[src/rtl/i2c_cmd_sequencer.sv]
// Register read/write command sequencer driving an OpenCores-style I2C master core over Wishbone.
// Optional SR poll timeout is built when I2C_SEQ_TIMEOUT_EN is defined.
module i2c_cmd_sequencer #(
  parameter logic [15:0] PRESCALE   = 16'd99,
  parameter int          POLL_LIMIT = 1023
) (
  input  logic       clk,
  input  logic       rst_n,
  input  logic       req_valid,
  output logic       req_ready,
  input  logic       req_rw,
  input  logic [6:0] req_dev,
  input  logic [7:0] req_reg,
  input  logic [7:0] req_wdata,
  output logic       resp_valid,
  output logic [7:0] resp_rdata,
  output logic       resp_err,
  output logic       cyc,
  output logic       stb,
  output logic       we,
  output logic [6:0] addr,
  output logic [7:0] dat_o,
  input  logic [7:0] dat_i,
  input  logic       ack
);

  localparam logic [6:0] A_TXR = 7'h03;  // RXR on read
  localparam logic [6:0] A_CR  = 7'h04;  // SR on read

  typedef enum logic [2:0] {S_INIT, S_IDLE, S_STEP, S_POLL, S_ABORT, S_DONE} state_t;

  state_t     state_reg, state_next;
  logic [2:0] step_reg, step_next;
  logic       cyc_reg, cyc_next;
  logic       we_reg, we_next;
  logic [6:0] addr_reg, addr_next;
  logic [7:0] dat_o_reg, dat_o_next;
  logic       rw_reg, rw_next;
  logic [6:0] dev_reg, dev_next;
  logic [7:0] regad_reg, regad_next;
  logic [7:0] wdata_reg, wdata_next;
  logic [7:0] rdata_reg, rdata_next;
  logic       err_reg, err_next;

  logic [6:0] op_addr;
  logic       op_we;
  logic [7:0] op_data;
  logic       op_poll;
  logic       wb_done;
  logic       wb_free;
  logic       bus_state;

`ifdef I2C_SEQ_TIMEOUT_EN
  localparam int CNT_W = $clog2(POLL_LIMIT + 1);
  localparam logic [CNT_W-1:0] LAST_POLL = CNT_W'(POLL_LIMIT - 1);
  logic [CNT_W-1:0] poll_cnt_reg, poll_cnt_next;
`endif

  assign wb_done   = cyc_reg & ack;
  assign wb_free   = ~cyc_reg;
  assign bus_state = (state_reg == S_INIT) || (state_reg == S_STEP) ||
                     (state_reg == S_POLL) || (state_reg == S_ABORT);

  // Bus operation for the current state/step; steps 0-7 cover both request sequences.
  always_comb begin
    op_addr = A_CR;
    op_we   = 1'b1;
    op_data = 8'h00;
    op_poll = 1'b0;
    case (state_reg)
      S_INIT: begin
        op_addr = {5'd0, step_reg[1:0]};
        case (step_reg[1:0])
          2'd0:    op_data = PRESCALE[7:0];
          2'd1:    op_data = PRESCALE[15:8];
          default: op_data = 8'h80;
        endcase
      end
      S_STEP: begin
        case (step_reg)
          3'd0: begin op_addr = A_TXR; op_data = {dev_reg, 1'b0}; end
          3'd1: begin op_data = 8'h90; op_poll = 1'b1; end
          3'd2: begin op_addr = A_TXR; op_data = regad_reg; end
          3'd3: begin op_data = 8'h10; op_poll = 1'b1; end
          3'd4: begin op_addr = A_TXR; op_data = rw_reg ? {dev_reg, 1'b1} : wdata_reg; end
          3'd5: begin op_data = rw_reg ? 8'h90 : 8'h50; op_poll = 1'b1; end
          3'd6: begin op_data = 8'h68; op_poll = 1'b1; end
          default: begin op_addr = A_TXR; op_we = 1'b0; end
        endcase
      end
      S_POLL:  op_we = 1'b0;
      S_ABORT: op_data = 8'h40;
      default: ;
    endcase
  end

  always_comb begin
    state_next = state_reg;
    step_next  = step_reg;
    cyc_next   = cyc_reg;
    we_next    = we_reg;
    addr_next  = addr_reg;
    dat_o_next = dat_o_reg;
    rw_next    = rw_reg;
    dev_next   = dev_reg;
    regad_next = regad_reg;
    wdata_next = wdata_reg;
    rdata_next = rdata_reg;
    err_next   = err_reg;
`ifdef I2C_SEQ_TIMEOUT_EN
    poll_cnt_next = poll_cnt_reg;
`endif

    case (state_reg)
      S_INIT: begin
        if (wb_done) begin
          if (step_reg == 3'd2) begin
            state_next = S_IDLE;
            step_next  = 3'd0;
          end else begin
            step_next = step_reg + 3'd1;
          end
        end
      end
      S_IDLE: begin
        if (req_valid) begin
          rw_next    = req_rw;
          dev_next   = req_dev;
          regad_next = req_reg;
          wdata_next = req_wdata;
          step_next  = 3'd0;
          state_next = S_STEP;
        end
      end
      S_STEP: begin
        if (wb_done) begin
          if (op_poll) begin
            state_next = S_POLL;
`ifdef I2C_SEQ_TIMEOUT_EN
            poll_cnt_next = '0;
`endif
          end else if (step_reg == 3'd7) begin
            rdata_next = dat_i;
            err_next   = 1'b0;
            state_next = S_DONE;
          end else begin
            step_next = step_reg + 3'd1;
          end
        end
      end
      S_POLL: begin
        if (wb_done) begin
`ifdef I2C_SEQ_TIMEOUT_EN
          poll_cnt_next = poll_cnt_reg + 1'b1;
`endif
          if (dat_i[1]) begin
`ifdef I2C_SEQ_TIMEOUT_EN
            if (poll_cnt_reg == LAST_POLL) state_next = S_ABORT;
`endif
          end else if (dat_i[7] && step_reg != 3'd6) begin
            // NACK on address/register/data byte; RxACK after the final read byte is meaningless
            state_next = S_ABORT;
          end else if (!rw_reg && step_reg == 3'd5) begin
            err_next   = 1'b0;
            state_next = S_DONE;
          end else begin
            step_next  = step_reg + 3'd1;
            state_next = S_STEP;
          end
        end
      end
      S_ABORT: begin
        if (wb_done) begin
          err_next   = 1'b1;
          state_next = S_DONE;
        end
      end
      S_DONE:  state_next = S_IDLE;
      default: state_next = S_INIT;
    endcase

    // Cycle ends on ack; the next access launches only after one idle cycle.
    if (wb_done) begin
      cyc_next = 1'b0;
    end else if (wb_free && bus_state) begin
      cyc_next   = 1'b1;
      we_next    = op_we;
      addr_next  = op_addr;
      dat_o_next = op_data;
    end
  end

  always_ff @(posedge clk or negedge rst_n) begin
    if (!rst_n) begin
      state_reg <= S_INIT;
      step_reg  <= 3'd0;
      cyc_reg   <= 1'b0;
      we_reg    <= 1'b0;
      addr_reg  <= 7'd0;
      dat_o_reg <= 8'd0;
      rw_reg    <= 1'b0;
      dev_reg   <= 7'd0;
      regad_reg <= 8'd0;
      wdata_reg <= 8'd0;
      rdata_reg <= 8'd0;
      err_reg   <= 1'b0;
`ifdef I2C_SEQ_TIMEOUT_EN
      poll_cnt_reg <= '0;
`endif
    end else begin
      state_reg <= state_next;
      step_reg  <= step_next;
      cyc_reg   <= cyc_next;
      we_reg    <= we_next;
      addr_reg  <= addr_next;
      dat_o_reg <= dat_o_next;
      rw_reg    <= rw_next;
      dev_reg   <= dev_next;
      regad_reg <= regad_next;
      wdata_reg <= wdata_next;
      rdata_reg <= rdata_next;
      err_reg   <= err_next;
`ifdef I2C_SEQ_TIMEOUT_EN
      poll_cnt_reg <= poll_cnt_next;
`endif
    end
  end

  assign cyc        = cyc_reg;
  assign stb        = cyc_reg;
  assign we         = we_reg;
  assign addr       = addr_reg;
  assign dat_o      = dat_o_reg;
  assign req_ready  = (state_reg == S_IDLE);
  assign resp_valid = (state_reg == S_DONE);
  assign resp_err   = err_reg;
  assign resp_rdata = rdata_reg;

endmodule

[config.mk]
export PLATFORM = sky130hd
export DESIGN_NAME = i2c_cmd_sequencer
export DESIGN_NICKNAME = d
export VERILOG_FILES = /design/src/rtl/i2c_cmd_sequencer.sv
export SDC_FILE = /design/constraint.sdc
export NUM_CORES = 1
export LEC_CHECK = 0
export CAP_MARGIN = 20
export CORE_AREA = 2 2 61 121
export CTS_CLUSTER_DIAMETER = 60
export DETAILED_ROUTE_END_ITERATION = 10
export DIE_AREA = 0 0 63 123
export GPL_TIMING_DRIVEN = 0
export PLACE_DENSITY = 0.7
export SLEW_MARGIN = 15
export SYNTH_ARGS = -nofsm -noshare
export SYNTH_HDL_FRONTEND = slang
export SYNTH_SLANG_ARGS = --single-unit
[constraint.sdc]
create_clock -name clk -period 6.9 [get_ports clk]
set_input_delay 1.38 -clock clk [delete_from_list [all_inputs] [get_ports clk]]
set_output_delay 1.38 -clock clk [all_outputs]
set_load 0.03 [all_outputs]
# ---- Word level (Yosys, flattened, before mapping)
# Index checks and enable logic that the tools add are counted.
dict set report word_totals {
  mem_count 0
  input_bits 36
  latch_bits 0
  regBits 56
  out_inout_bits 29
  romBits 0
  ram_bits 0
}
dict set report op_classes {
  mux 45
  div_mod_pow 0
  mul 0
  n_reduce_logical 21
  addsub 1
  shifts 0
  eq_ne 28
  n_bitwise 4
  magnitude_cmp 0
}
# cell n
set ops {}
lappend ops {{$mux 3} 22}
lappend ops {{$pmux 8 s7} 1}
lappend ops {{$pmux 8 s3} 1}
lappend ops {{$ne 2x2->1 const B} 10}
lappend ops {{$eq 3x3->1 const B} 6}
lappend ops {{$pmux 3 s6} 1}
lappend ops {{$mux 8} 2}
lappend ops {{$pmux 8 s2} 1}
lappend ops {{$mux 1} 13}
lappend ops {{$eq 3x2->1 const B} 4}
lappend ops {{$pmux 3 s4} 1}
lappend ops {{$reduce_and 10->1} 1}
lappend ops {{$reduce_and 9->1} 1}
lappend ops {{$reduce_and 8->1} 1}
lappend ops {{$reduce_or 7->1} 1}
lappend ops {{$eq 3x1->1 const B} 2}
lappend ops {{$logic_not 3->1} 2}
lappend ops {{$ne 2x1->1 const B} 3}
lappend ops {{$pmux 3 s2} 1}
lappend ops {{$reduce_and 2->1} 2}
lappend ops {{$reduce_and 4->1} 1}
lappend ops {{$reduce_bool 4->1} 1}
lappend ops {{$reduce_or 4->1} 1}
lappend ops {{$add 3x1->3 const B} 1}
lappend ops {{13 further kinds} 19}

# ---- Depth between registers and ports, before layout
dict set report depth {
  ltp_word 7
  mapped_depth 9
  mapped_depth_nobuf 7
}

# ---- Least setup slack after synthesis
# OpenSTA, ideal clock, no wires.
dict set report synth_path {
  kind {reg2out}
  start {register state_reg[0]}
  end {output resp_valid}
  t_required_ps 5520
  path_stages_with_launch 4
  t_arrival_ps 1121
  path_buffers 2
  setup_slack_ps 4399
  path_cell_list {dfrtp_1 > buf_2 > buf_1 > and3_1}
}
dict set report synth_via {
  elab_chain_cells 1
}
# item line
set synth_lines {}
lappend synth_lines {{start, declared} 32} ;# state_t state_reg, state_next;
lappend synth_lines {{start signal, assigned} 211} ;# state_reg <= state_next;
lappend synth_lines {{$eq 3x3->1} 235} ;# assign resp_valid = (state_reg == S_DONE);
lappend synth_lines {{end, declared} 15} ;# output logic resp_valid,
# No other way between the ends.

# ---- Worst setup path in the final report
# Same ends and word-level chain as after synthesis.

==> run metrics <==
share of cells above drive strength 1 15.4%; Buf+Inv Stages, Crit Path 3; synthesis-to-finish area growth 34.1%; 1st-iter DRT viols 118; Final Cell Area 3580 µm²; Final ANT Viol Nets 0; Die H 123 µm; Critical Path Sink Type output port; combinational power share 46.8%; final worst slack 3.39 ns; Synth Flop Type dfrtp_1; final RePlAce weighted congestion 0.886; Hold Buf Count CTS 0; Tmin final 3.51 ns; Post-synth EDFFs 0; Distinct cells, synth 49; vias in the first global route 2309; global route total overflow 0; Final Hold Viols 0; number of buffers created by CTS 5; DRC 0; RSZ-0062 raised after global routing no; stages on the worst setup path 4; Worst VDD drop 198 µV; Crit path largest cell delay 0.67 ns; via count 2185; pin count of the biggest net entering global routing 32; worst endpoint required time 5.52 ns; leakage power 1.58 nW; Max Fclk 0.285 GHz; normalized max-slew margin 64.7%; HP Class flip-flop to flip-flop; Synth Instances 253; Yosys top cell area share 48.7%; reg-to-reg startpoint step_reg[0]; worst-margin pin slew 0.528 ns; routed vias/inst 5.27; wire per inst 15.6 µm; Critical Path Fanout Max 10; full die area 7750 µm²; Slowest-stage cell, CP clkdlybuf4s50_1; skew final 0.00407 ns; # port buffers 60; clk buf depth 2; dominant cells by area after synthesis dfrtp_1 (49%), mux2_2 (10%), o21ai_0 (4.1%); initial antenna violation count 0; most numerous cell in the Yosys netlist dfrtp_1; status completed; most frequent cells after synthesis dfrtp_1 (52), mux2_2 (24), o21ai_0 (22), nand2_1 (21); Ys Warns 0; asr flop ratio synth 100%; max cap viols 0; initial core utilization 39.1%; endpoint of the worst setup timing path resp_valid; TritonCTS Sinks 52; P_int 0.000906 W; Clock power frac 19.2%; WS Path Type flip-flop to output port; Critical Path, Cell by Cell buf_2 -> buf_1 -> and3_1 -> clkdlybuf4s50_1; NumNets Final 367; Placeable Area 6830 µm²; TritonCTS clock tree yes; worst r2r path cells 9; crit path from state_reg[0]; pwr dens 421 nW/µm²; first-pass GRT wire length 11.1 mm; P_sw 0.000602 W; Seq/Total Area, Yosys 48.7%; Worst R2R End resp_rdata[1]; pre-CTS setup slack 3.70 ns; Pins Over Slew Limit 0; Worst R2R Setup Slack 4.37 ns; Rows 43; postcts setup bufs 0; clock transition at the registers of the reported paths 0.07 ns; latest clock arrival within the worst-skew pair 0.30 ns; area post-placement 3410 µm²; cts repair resizes 0; Flop pwr share 34.1%; die width 63 µm; antenna diode count 0; Post-Syn Area 2670 µm²; 1st-pass router iterations 5; Post-Syn Area per Cell 10.6 µm²; Post-DP HPWL 5.09 mm; overall fraction of global-route tracks in use 18.2%; CTS Root Cell clkbuf_16; CTS HTree Levels 2; num ports 65; delay-heaviest family, CP buffers and inverters; Crit path arrival time 2.13 ns; #FFs+latches synth 52; period utilization 50.8%; Sw Ratio 39.9%; Critical Path Start Type flip-flop; drt total wl 6.48 mm; Final Setup Violations 0; Fin Setup TNS 0 ns; Yosys top cell by area dfrtp_1
==> layout make-up <==
| cell class | instances | area, µm² |
|---|---|---|
| clock buffers | 5 | 125 |
| multi-input cells | 174 | 1230 |
| fillers | 659 | 3250 |
| repair buffers | 61 | 616 |
| flip-flops and latches | 52 | 1300 |
| well taps | 90 | 113 |
| inverters | 11 | 41.3 |
| plain buffers | 19 | 106 |
| clock inverters | 3 | 46.3 |
==> worst min-delay path: stages (launching register included) <==
cell and delay [ns]:
dfrtp_1 0.35, nand2_1 0.04, o21ai_0 0.06
==> power by group through the flow <==
stage	sequential, W	clock (W)	combinational [W]
floorplan	0.000558	0	0.000424
global placement	0.000515	0	0.000690
detailed placement	0.000519	0	0.000701
CTS	0.000513	0.000294	0.000707
global route	0.000531	0.000309	0.000781
finish	0.000513	0.000289	0.000705
==> cells in the final DEF (no fill, tap or decap), drive strengths merged, types with 2 or more instances in the layout <==
cell type / Yosys / layout
a21oi: 13 / 13
a22oi: 4 / 4
a31oi: 4 / 4
and2: 3 / 3
and3: 5 / 5
buf: 12 / 14
clkbuf: 7 / 12
clkdlybuf4s50: 0 / 59
conb: 1 / 4
dfrtp: 52 / 52
ha: 7 / 7
inv: 11 / 12
mux2: 33 / 33
mux2i: 3 / 3
nand2: 21 / 21
nand2b: 7 / 7
nand3: 4 / 4
nand3b: 2 / 2
nor2: 13 / 13
nor3: 2 / 2
o211ai: 2 / 2
o21ai: 22 / 22
o21bai: 2 / 2
o2bb2ai: 2 / 2
o31ai: 2 / 2
or3: 2 / 2
==> per-layer routing <==
layer | vias to the layer above | wire length, µm | part of all wire (%) | global-route usage [%]
li1 | 1031 | - | - | -
met1 | 1048 | 2600 | 40 | 21.8
met2 | 92 | 3380 | 52 | 31.4
met3 | 14 | 364 | 5.6 | 3.91
met4 | 0 | 135 | 2.1 | 7.36
met5 | - | 0 | 0 | 0
==> through the flow <==
step / hold WS [ns] / std cells / utilization (%) / power, W
after detailed placement: 0.476 / 407 / 49.9 / 0.00122
final: 0.482 / 415 / 52.4 / 0.00151
after global placement: 0.464 / 406 / 49.7 / 0.00121
after floorplan: 0.473 / 256 / - / 0.000982
after CTS: 0.489 / 415 / 52.4 / 0.00151
after global routing: 0.503 / 415 / 52.4 / 0.00162
==> logic make-up (layout without fill, tap and decap cells) <==
kind of cell | count (synthesis) | in the layout | synth area share (%)
other | 1 | 4 | 0.140
muxes | 36 | 36 | 15.2
AOI/OAI and AO/OA | 65 | 65 | 15.8
adders and majority gates | 7 | 7 | 3.28
buffers and inverters | 30 | 99 | 5.53
DFF | 52 | 52 | 48.7
and+or+nand+nor | 62 | 62 | 11.4
==> worst min-delay path by stage <==
stage / from / endpoint / slack [ns] / depth (start not counted)
6_report: addr[0] / addr[0] / 0.48 / 2
5_1_grt: dat_o[4] / dat_o[4] / 0.50 / 2
4_1_cts: dat_o[4] / dat_o[4] / 0.49 / 2
3_5_place_dp: dat_o[4] / dat_o[4] / 0.48 / 2
3_3_place_gp: addr[0] / addr[0] / 0.46 / 2
2_1_floorplan: wdata_reg[6] / wdata_reg[6] / 0.47 / 1
Note: power is estimated with default switching activity, not from simulation.
